--- config.mk ---
export PLATFORM = sky130hd
export DESIGN_NAME = m_trap_unit
export DESIGN_NICKNAME = d
export VERILOG_FILES = /design/src/rtl/m_trap_unit.sv
export SDC_FILE = /design/constraint.sdc
export NUM_CORES = 1
export LEC_CHECK = 0
export ABC_CLOCK_PERIOD_IN_PS = 6150
export BUFFER_PORTS_ARGS = -buffer_cell sky130_fd_sc_hd__clkbuf_2
export CAP_MARGIN = 20
export CORE_ASPECT_RATIO = 1.4
export CORE_MARGIN = 10
export CORE_UTILIZATION = 60
export DETAILED_ROUTE_END_ITERATION = 12
export PLACE_DENSITY = 0.92
export SLEW_MARGIN = 20
export SYNTH_ARGS = -nofsm -noshare
export SYNTH_HDL_FRONTEND = slang
export SYNTH_SLANG_ARGS = --single-unit
export TNS_END_PERCENT = 50
--- constraint.sdc ---
create_clock -name clock_i -period 6.15 [get_ports clock_i]
set_input_delay 1.23 -clock clock_i [delete_from_list [all_inputs] [get_ports clock_i]]
set_output_delay 1.23 -clock clock_i [all_outputs]
set_load 0.03 [all_outputs]
--- src/rtl/m_trap_unit.sv ---
// m_trap_unit: machine-mode CSR file and trap sequencer for the Lagarto Hun core.
// Serves CSR read/write/set/clear accesses, takes exceptions and the three
// machine interrupts, executes mret and drives a PC-redirect handshake to fetch.
// Optional feature macro: LAGARTO_MTVEC_VECTORED_EN enables vectored mtvec mode.
module m_trap_unit #(
    parameter int               MXLEN       = 64,
    parameter int               XLEN        = 64,
    parameter logic [MXLEN-1:0] HART_ID     = '0,
    parameter logic [MXLEN-1:0] RESET_MTVEC = '0
) (
    input  logic             clock_i,
    input  logic             reset_i,
    input  logic [11:0]      csr_address_i,
    input  logic [2:0]       csr_command_i,
    input  logic [MXLEN-1:0] csr_write_data_i,
    output logic [MXLEN-1:0] csr_read_data_o,
    output logic             csr_read_data_valid_o,
    output logic             csr_illegal_o,
    input  logic             exception_i,
    input  logic [4:0]       exception_cause_i,
    input  logic [XLEN-1:0]  exception_pc_i,
    input  logic [MXLEN-1:0] exception_tval_i,
    input  logic             mret_i,
    input  logic             irq_software_i,
    input  logic             irq_timer_i,
    input  logic             irq_external_i,
    input  logic [XLEN-1:0]  interrupt_pc_i,
    output logic             busy_o,
    output logic             redirect_valid_o,
    input  logic             redirect_ready_i,
    output logic [XLEN-1:0]  redirect_pc_o
);

    localparam logic [11:0] ADDR_MSTATUS  = 12'h300;
    localparam logic [11:0] ADDR_MISA     = 12'h301;
    localparam logic [11:0] ADDR_MIE      = 12'h304;
    localparam logic [11:0] ADDR_MTVEC    = 12'h305;
    localparam logic [11:0] ADDR_MSCRATCH = 12'h340;
    localparam logic [11:0] ADDR_MEPC     = 12'h341;
    localparam logic [11:0] ADDR_MCAUSE   = 12'h342;
    localparam logic [11:0] ADDR_MTVAL    = 12'h343;
    localparam logic [11:0] ADDR_MIP      = 12'h344;
    localparam logic [11:0] ADDR_MHARTID  = 12'hF14;

    localparam logic [2:0] CMD_READ_ONLY   = 3'd1;
    localparam logic [2:0] CMD_WRITE_ONLY  = 3'd2;
    localparam logic [2:0] CMD_WRITE_READ  = 3'd3;
    localparam logic [2:0] CMD_SET_READ    = 3'd4;
    localparam logic [2:0] CMD_CLEAR_READ  = 3'd5;

    typedef enum logic {
        IDLE,
        REDIRECT
    } state_t;

    state_t state_q, state_d;

    logic             mie_bit_q;
    logic             mpie_bit_q;
    logic [MXLEN-1:0] mie_q;
    logic [MXLEN-1:0] mtvec_q;
    logic [MXLEN-1:0] mscratch_q;
    logic [MXLEN-1:0] mepc_q;
    logic [MXLEN-1:0] mcause_q;
    logic [MXLEN-1:0] mtval_q;
    logic [2:0]       irq_q;
    logic [XLEN-1:0]  redirect_pc_q;

    logic [MXLEN-1:0] mstatus_val;
    logic [MXLEN-1:0] misa_val;
    logic [MXLEN-1:0] mip_val;
    logic [MXLEN-1:0] irq_enabled;
    logic             irq_pending;
    logic [4:0]       irq_code;

    logic [MXLEN-1:0] csr_old;
    logic             csr_exists;
    logic             cmd_is_access;
    logic             cmd_is_write;
    logic             access_illegal;
    logic [MXLEN-1:0] csr_wval;
    logic             csr_slot;
    logic             csr_commit;

    logic             idle;
    logic             take_exc;
    logic             take_irq;
    logic             take_mret;

    logic [XLEN-1:0]  trap_pc;
    logic [MXLEN-1:0] trap_pc_wide;
    logic [MXLEN-1:0] trap_epc;
    logic [MXLEN-1:0] trap_cause;
    logic [XLEN-1:0]  mtvec_base;
    logic [XLEN-1:0]  trap_target;

    // Architectural views of the composite and read-only registers
    always_comb begin
        mstatus_val        = '0;
        mstatus_val[3]     = mie_bit_q;
        mstatus_val[7]     = mpie_bit_q;
        mstatus_val[12:11] = 2'b11;
        misa_val           = '0;
        misa_val[MXLEN-1:MXLEN-2] = (MXLEN == 32) ? 2'b01 : 2'b10;
        misa_val[8]        = 1'b1;
        mip_val            = '0;
        mip_val[3]         = irq_q[0];
        mip_val[7]         = irq_q[1];
        mip_val[11]        = irq_q[2];
    end

    // Interrupt arbitration: external beats software, software beats timer
    always_comb begin
        irq_enabled = mip_val & mie_q;
        irq_pending = mie_bit_q & (|irq_enabled);
        if (irq_enabled[11]) begin
            irq_code = 5'd11;
        end else if (irq_enabled[3]) begin
            irq_code = 5'd3;
        end else begin
            irq_code = 5'd7;
        end
    end

    // CSR address decode and old-value mux
    always_comb begin
        csr_old    = '0;
        csr_exists = 1'b1;
        case (csr_address_i)
            ADDR_MSTATUS:  csr_old = mstatus_val;
            ADDR_MISA:     csr_old = misa_val;
            ADDR_MIE:      csr_old = mie_q;
            ADDR_MTVEC:    csr_old = mtvec_q;
            ADDR_MSCRATCH: csr_old = mscratch_q;
            ADDR_MEPC:     csr_old = mepc_q;
            ADDR_MCAUSE:   csr_old = mcause_q;
            ADDR_MTVAL:    csr_old = mtval_q;
            ADDR_MIP:      csr_old = mip_val;
            ADDR_MHARTID:  csr_old = HART_ID;
            default:       csr_exists = 1'b0;
        endcase
    end

    // Command classification, legality and read-modify-write value
    always_comb begin
        cmd_is_access  = (csr_command_i >= CMD_READ_ONLY) && (csr_command_i <= CMD_CLEAR_READ);
        cmd_is_write   = (csr_command_i >= CMD_WRITE_ONLY) && (csr_command_i <= CMD_CLEAR_READ);
        access_illegal = !csr_exists
                       || (cmd_is_write && (csr_address_i[11:10] == 2'b11))
                       || (cmd_is_write && (csr_address_i == ADDR_MISA));
        case (csr_command_i)
            CMD_SET_READ:   csr_wval = csr_old | csr_write_data_i;
            CMD_CLEAR_READ: csr_wval = csr_old & ~csr_write_data_i;
            default:        csr_wval = csr_write_data_i;
        endcase
    end

    // Event priority in IDLE: exception, interrupt, mret, then the CSR command
    assign idle      = (state_q == IDLE);
    assign take_exc  = idle && exception_i;
    assign take_irq  = idle && !exception_i && irq_pending;
    assign take_mret = idle && !exception_i && !irq_pending && mret_i;
    assign csr_slot  = idle && !exception_i && !irq_pending && !mret_i;

    assign csr_read_data_valid_o = csr_slot && cmd_is_access && !access_illegal;
    assign csr_illegal_o         = csr_slot && cmd_is_access && access_illegal;
    assign csr_read_data_o       = csr_read_data_valid_o ? csr_old : '0;
    assign csr_commit            = csr_read_data_valid_o && cmd_is_write;

    // Trap bookkeeping values and the fetch target for a new trap
    always_comb begin
        trap_pc            = take_exc ? exception_pc_i : interrupt_pc_i;
        trap_pc_wide       = MXLEN'(trap_pc);
        trap_epc           = {trap_pc_wide[MXLEN-1:2], 2'b00};
        trap_cause         = '0;
        trap_cause[MXLEN-1] = !take_exc;
        trap_cause[4:0]    = take_exc ? exception_cause_i : irq_code;
        mtvec_base         = XLEN'({mtvec_q[MXLEN-1:2], 2'b00});
`ifdef LAGARTO_MTVEC_VECTORED_EN
        if (!take_exc && mtvec_q[0]) begin
            trap_target = mtvec_base + (XLEN'(irq_code) << 2);
        end else begin
            trap_target = mtvec_base;
        end
`else
        trap_target        = mtvec_base;
`endif
    end

    // Sequencer state register
    always_ff @(posedge clock_i) begin
        if (reset_i) begin
            state_q <= IDLE;
        end else begin
            state_q <= state_d;
        end
    end

    // Next state and handshake outputs; the redirect drops on the accepting edge
    always_comb begin
        state_d          = state_q;
        busy_o           = 1'b0;
        redirect_valid_o = 1'b0;
        case (state_q)
            IDLE: begin
                if (take_exc || take_irq || take_mret) begin
                    state_d = REDIRECT;
                end
            end
            REDIRECT: begin
                busy_o           = 1'b1;
                redirect_valid_o = 1'b1;
                if (redirect_ready_i) begin
                    state_d = IDLE;
                end
            end
            default: state_d = IDLE;
        endcase
    end

    assign redirect_pc_o = redirect_pc_q;

    // CSR storage: trap entry, mret and CSR writes, each with its write mask
    always_ff @(posedge clock_i) begin
        if (reset_i) begin
            mie_bit_q     <= 1'b0;
            mpie_bit_q    <= 1'b0;
            mie_q         <= '0;
            mtvec_q       <= RESET_MTVEC;
            mscratch_q    <= '0;
            mepc_q        <= '0;
            mcause_q      <= '0;
            mtval_q       <= '0;
            irq_q         <= '0;
            redirect_pc_q <= '0;
        end else begin
            irq_q <= {irq_external_i, irq_timer_i, irq_software_i};
            if (take_exc || take_irq) begin
                mepc_q        <= trap_epc;
                mcause_q      <= trap_cause;
                mtval_q       <= take_exc ? exception_tval_i : '0;
                mpie_bit_q    <= mie_bit_q;
                mie_bit_q     <= 1'b0;
                redirect_pc_q <= trap_target;
            end else if (take_mret) begin
                mie_bit_q     <= mpie_bit_q;
                mpie_bit_q    <= 1'b1;
                redirect_pc_q <= XLEN'(mepc_q);
            end else if (csr_commit) begin
                case (csr_address_i)
                    ADDR_MSTATUS: begin
                        mie_bit_q  <= csr_wval[3];
                        mpie_bit_q <= csr_wval[7];
                    end
                    ADDR_MIE: begin
                        mie_q     <= '0;
                        mie_q[3]  <= csr_wval[3];
                        mie_q[7]  <= csr_wval[7];
                        mie_q[11] <= csr_wval[11];
                    end
                    ADDR_MTVEC: begin
`ifdef LAGARTO_MTVEC_VECTORED_EN
                        mtvec_q <= {csr_wval[MXLEN-1:2], (csr_wval[1] ? 2'b00 : csr_wval[1:0])};
`else
                        mtvec_q <= {csr_wval[MXLEN-1:2], 2'b00};
`endif
                    end
                    ADDR_MSCRATCH: mscratch_q <= csr_wval;
                    ADDR_MEPC:     mepc_q     <= {csr_wval[MXLEN-1:2], 2'b00};
                    ADDR_MCAUSE:   mcause_q   <= csr_wval;
                    ADDR_MTVAL:    mtval_q    <= csr_wval;
                    default:       ;
                endcase
            end
        end
    end

endmodule

==> metrics.txt <==
Root Buffer=clkbuf_16; Leakage=0.00886 uW; Die ar.=40100 sq um; core region area=31800 sq um; Critical Path Start=csr_address_i[1]; max cap viols=0; antenna violations before repair=9; Final Net Count=2831; total grt overflow=0; GPL Wtd Cong=0.938; CTS max path bufs=3; CP required=4920 ps; Yosys cell types=84; Clock transition at path regs=60 ps; Slew Limit Fails=0; Mapped Cells=2294; clock sink count=387; data arrival time of the worst path=4320 ps; hpwl dp=46100 microns; family with the most delay on the worst path=simple AND/OR/NAND/NOR gates; delay of the slowest critical-path stage=650 ps; clock latency on the worst-skew pair=550 ps; synthesized area=19400 sq um; # placed instances=2900; pin count of the biggest net entering global routing=170; Main synth FF type=dfxtp_1; crit-path max FO=33; CTS buffer count=37; routed length per instance=24.8 microns; first-pass GRT wire length=112000 microns; DR vias/cell=7.00; Hold-fix buffers, CTS=0; Warnings, synthesis=0; CP max-delay cell=or4b_4; Non-Filler Instances=2974; hold_sp=mcause_q[11]$_SDFFE_PP0P_; Die W=172 microns; vias in the first global route=20931; FF+latch count, synth=387; worst r2r src=irq_q[2]$_SDFF_PP0_; Worst Slack Setup Final=600 ps; std cell rows=77; most frequent CP cell=clkbuf_2; Buffers on Ports=409; worst min path class=flip-flop to flip-flop; die outline height=233 microns; status=completed; kind of critical path=input pin to output pin; Post-synth EDFFs=0; RSZ-0062 raised after global routing=false; share of layout cells above drive strength 1=23.0%; DRT Pass-1 Iters=7; commonest cells in the netlist=nor2_1, dfxtp_1, a211oi_1; Achievable Freq=180 MHz; via count=20821; Hold WS=457 ps; drt initial violations=2983; TritonCTS clock tree=yes; H-Tree Level Count=2; Fin Setup TNS=0 ps; CP Capture Type=output pin; Worst setup SP type=input pin; initial core utilization=61.1%; Buffers & Inverters on Critical Path=3; antenna-violating nets left=0; Boundary Pins=416; Placement Setup Slack=715 ps; post-synthesis async set-or-reset flop share=0%; postcts setup bufs=0; clk_skew=25.7 ps; Synth-to-Final Area Change=16.0%; endpoints failing setup=0; cts repair resizes=0; crit-path cells=clkbuf_2 -> or4b_4 -> a211oi_1 -> a31oi_1 -> a221oi_2 -> nand3_4 -> buf_4 -> nor2_1 -> clkbuf_2; crit share post-route=90.2%; Peak VDD IR=0.000214 V; most frequent cell after synthesis=nor2_1; min Tclk post-route=5550 ps; share of the synthesized area in the top cell type=39.9%; Global Route Usage Sum=34.8%; top post-synthesis cells by area=dfxtp_1, mux2i_1, a211oi_1; detailed-route wire length=73900 microns; Least-Margin Pin Slew=1170 ps; sequential area share after synthesis=39.9%; pwr dens=257 nW/um^2; Mean Syn Cell Area=8.47 sq um; Synth area leader=dfxtp_1; drt drc=0; Max-slew headroom=21.9%; number of hold violations in the final report=0
final timing paths:
check                              end  slack [ps]  depth (start not counted)
min reg2reg  mcause_q[11]$_SDFFE_PP0P_         460                          2
max                csr_read_data_o[10]         600                          9
min          mcause_q[11]$_SDFFE_PP0P_         460                          2
max reg2reg  mcause_q[13]$_SDFFE_PP0P_        2380                          9
cells by family (layout without fill, tap and decap cells):
logic type	Yosys count	after routing	synth area share, %
flops	387	387	39.9
compound gates	831	831	29.4
simple gates	635	635	14.5
mux	191	191	9.85
buf+inv	246	521	6.13
fa+ha+maj	3	3	0.193
other cells	1	11	0.0193
per-stage QoR:
step | utilization (%) | cell area (sq um) | power, uW
4_1_cts | 70.8 | 22500 | 5770
3_5_place_dp | 67.0 | 21300 | 3450
2_1_floorplan | - | 19400 | 3170
5_1_grt | 70.9 | 22500 | 5940
3_3_place_gp | 67.0 | 21300 | 3430
6_report | 70.9 | 22500 | 5800
state kept, by name (all words and copies together) (netlist names):
signal and cells:
mcause_q 64, mtvec_q 62, mpie_bit_q 1, mie_bit_q 1
mscratch_q 64, redirect_pc_o 62, mepc_q 62, mie_q 3
mtval_q 64, state_q 1, irq_q 3
metal layers:
| metal | up-vias | routed length (microns) | track usage [%] |
|---|---|---|---|
| met3 | 494 | 8650 | 9.39 |
| met5 | - | 51 | 0 |
| met1 | 9634 | 24900 | 38.3 |
| met4 | 8 | 5360 | 25.0 |
| met2 | 1669 | 34900 | 56.8 |
| li1 | 9016 | - | - |
layout by cell type (no fill, tap or decap), types with 9 or more instances in the layout:
master / instances
nor3_1: 66
clkbuf_2: 407
buf_4: 31
clkbuf_16: 37
o221ai_1: 40
o22ai_1: 47
clkbuf_1: 9
a21oi_1: 174
a21oi_2: 12
clkbuf_8: 9
nand2_1: 88
a211oi_1: 232
inv_1: 12
a22oi_1: 57
o21ai_0: 118
dfxtp_1: 387
o221ai_2: 18
nor3_2: 10
nor2_1: 396
a32oi_1: 11
o31ai_1: 16
o21ai_1: 47
diode_2: 9
o22ai_2: 11
mux2i_1: 189
final cells by class:
type	count	area, sq um
Multi-Input combinational cell	1662	10600
Fill cell	2318	9260
Sequential cell	387	7750
Timing Repair Buffer	444	2380
Clock buffer	53	1060
Tap cell	395	494
Clock inverter	12	168
Inverter	12	45.0
Antenna cell	9	22.5
power breakdown:
group | switching, uW | leakage [uW] | internal [uW] | total, uW
clock | 1010 | 0.000593 | 1370 | 2370
sequential | 74.8 | 0.00315 | 2600 | 2680
combinational | 487 | 0.00512 | 263 | 750
total | 1570 | 0.00886 | 4230 | 5800
worst register-to-register path: cells and delay by family (launching register included):
kind | cells | cell delay, ps
buffers and inverters | 3 | 1230
AND/OR/NAND/NOR | 2 | 910
flip-flops | 1 | 360
AO/OA/AOI/OAI | 4 | 1180
Note: power is estimated with default switching activity, not from simulation.
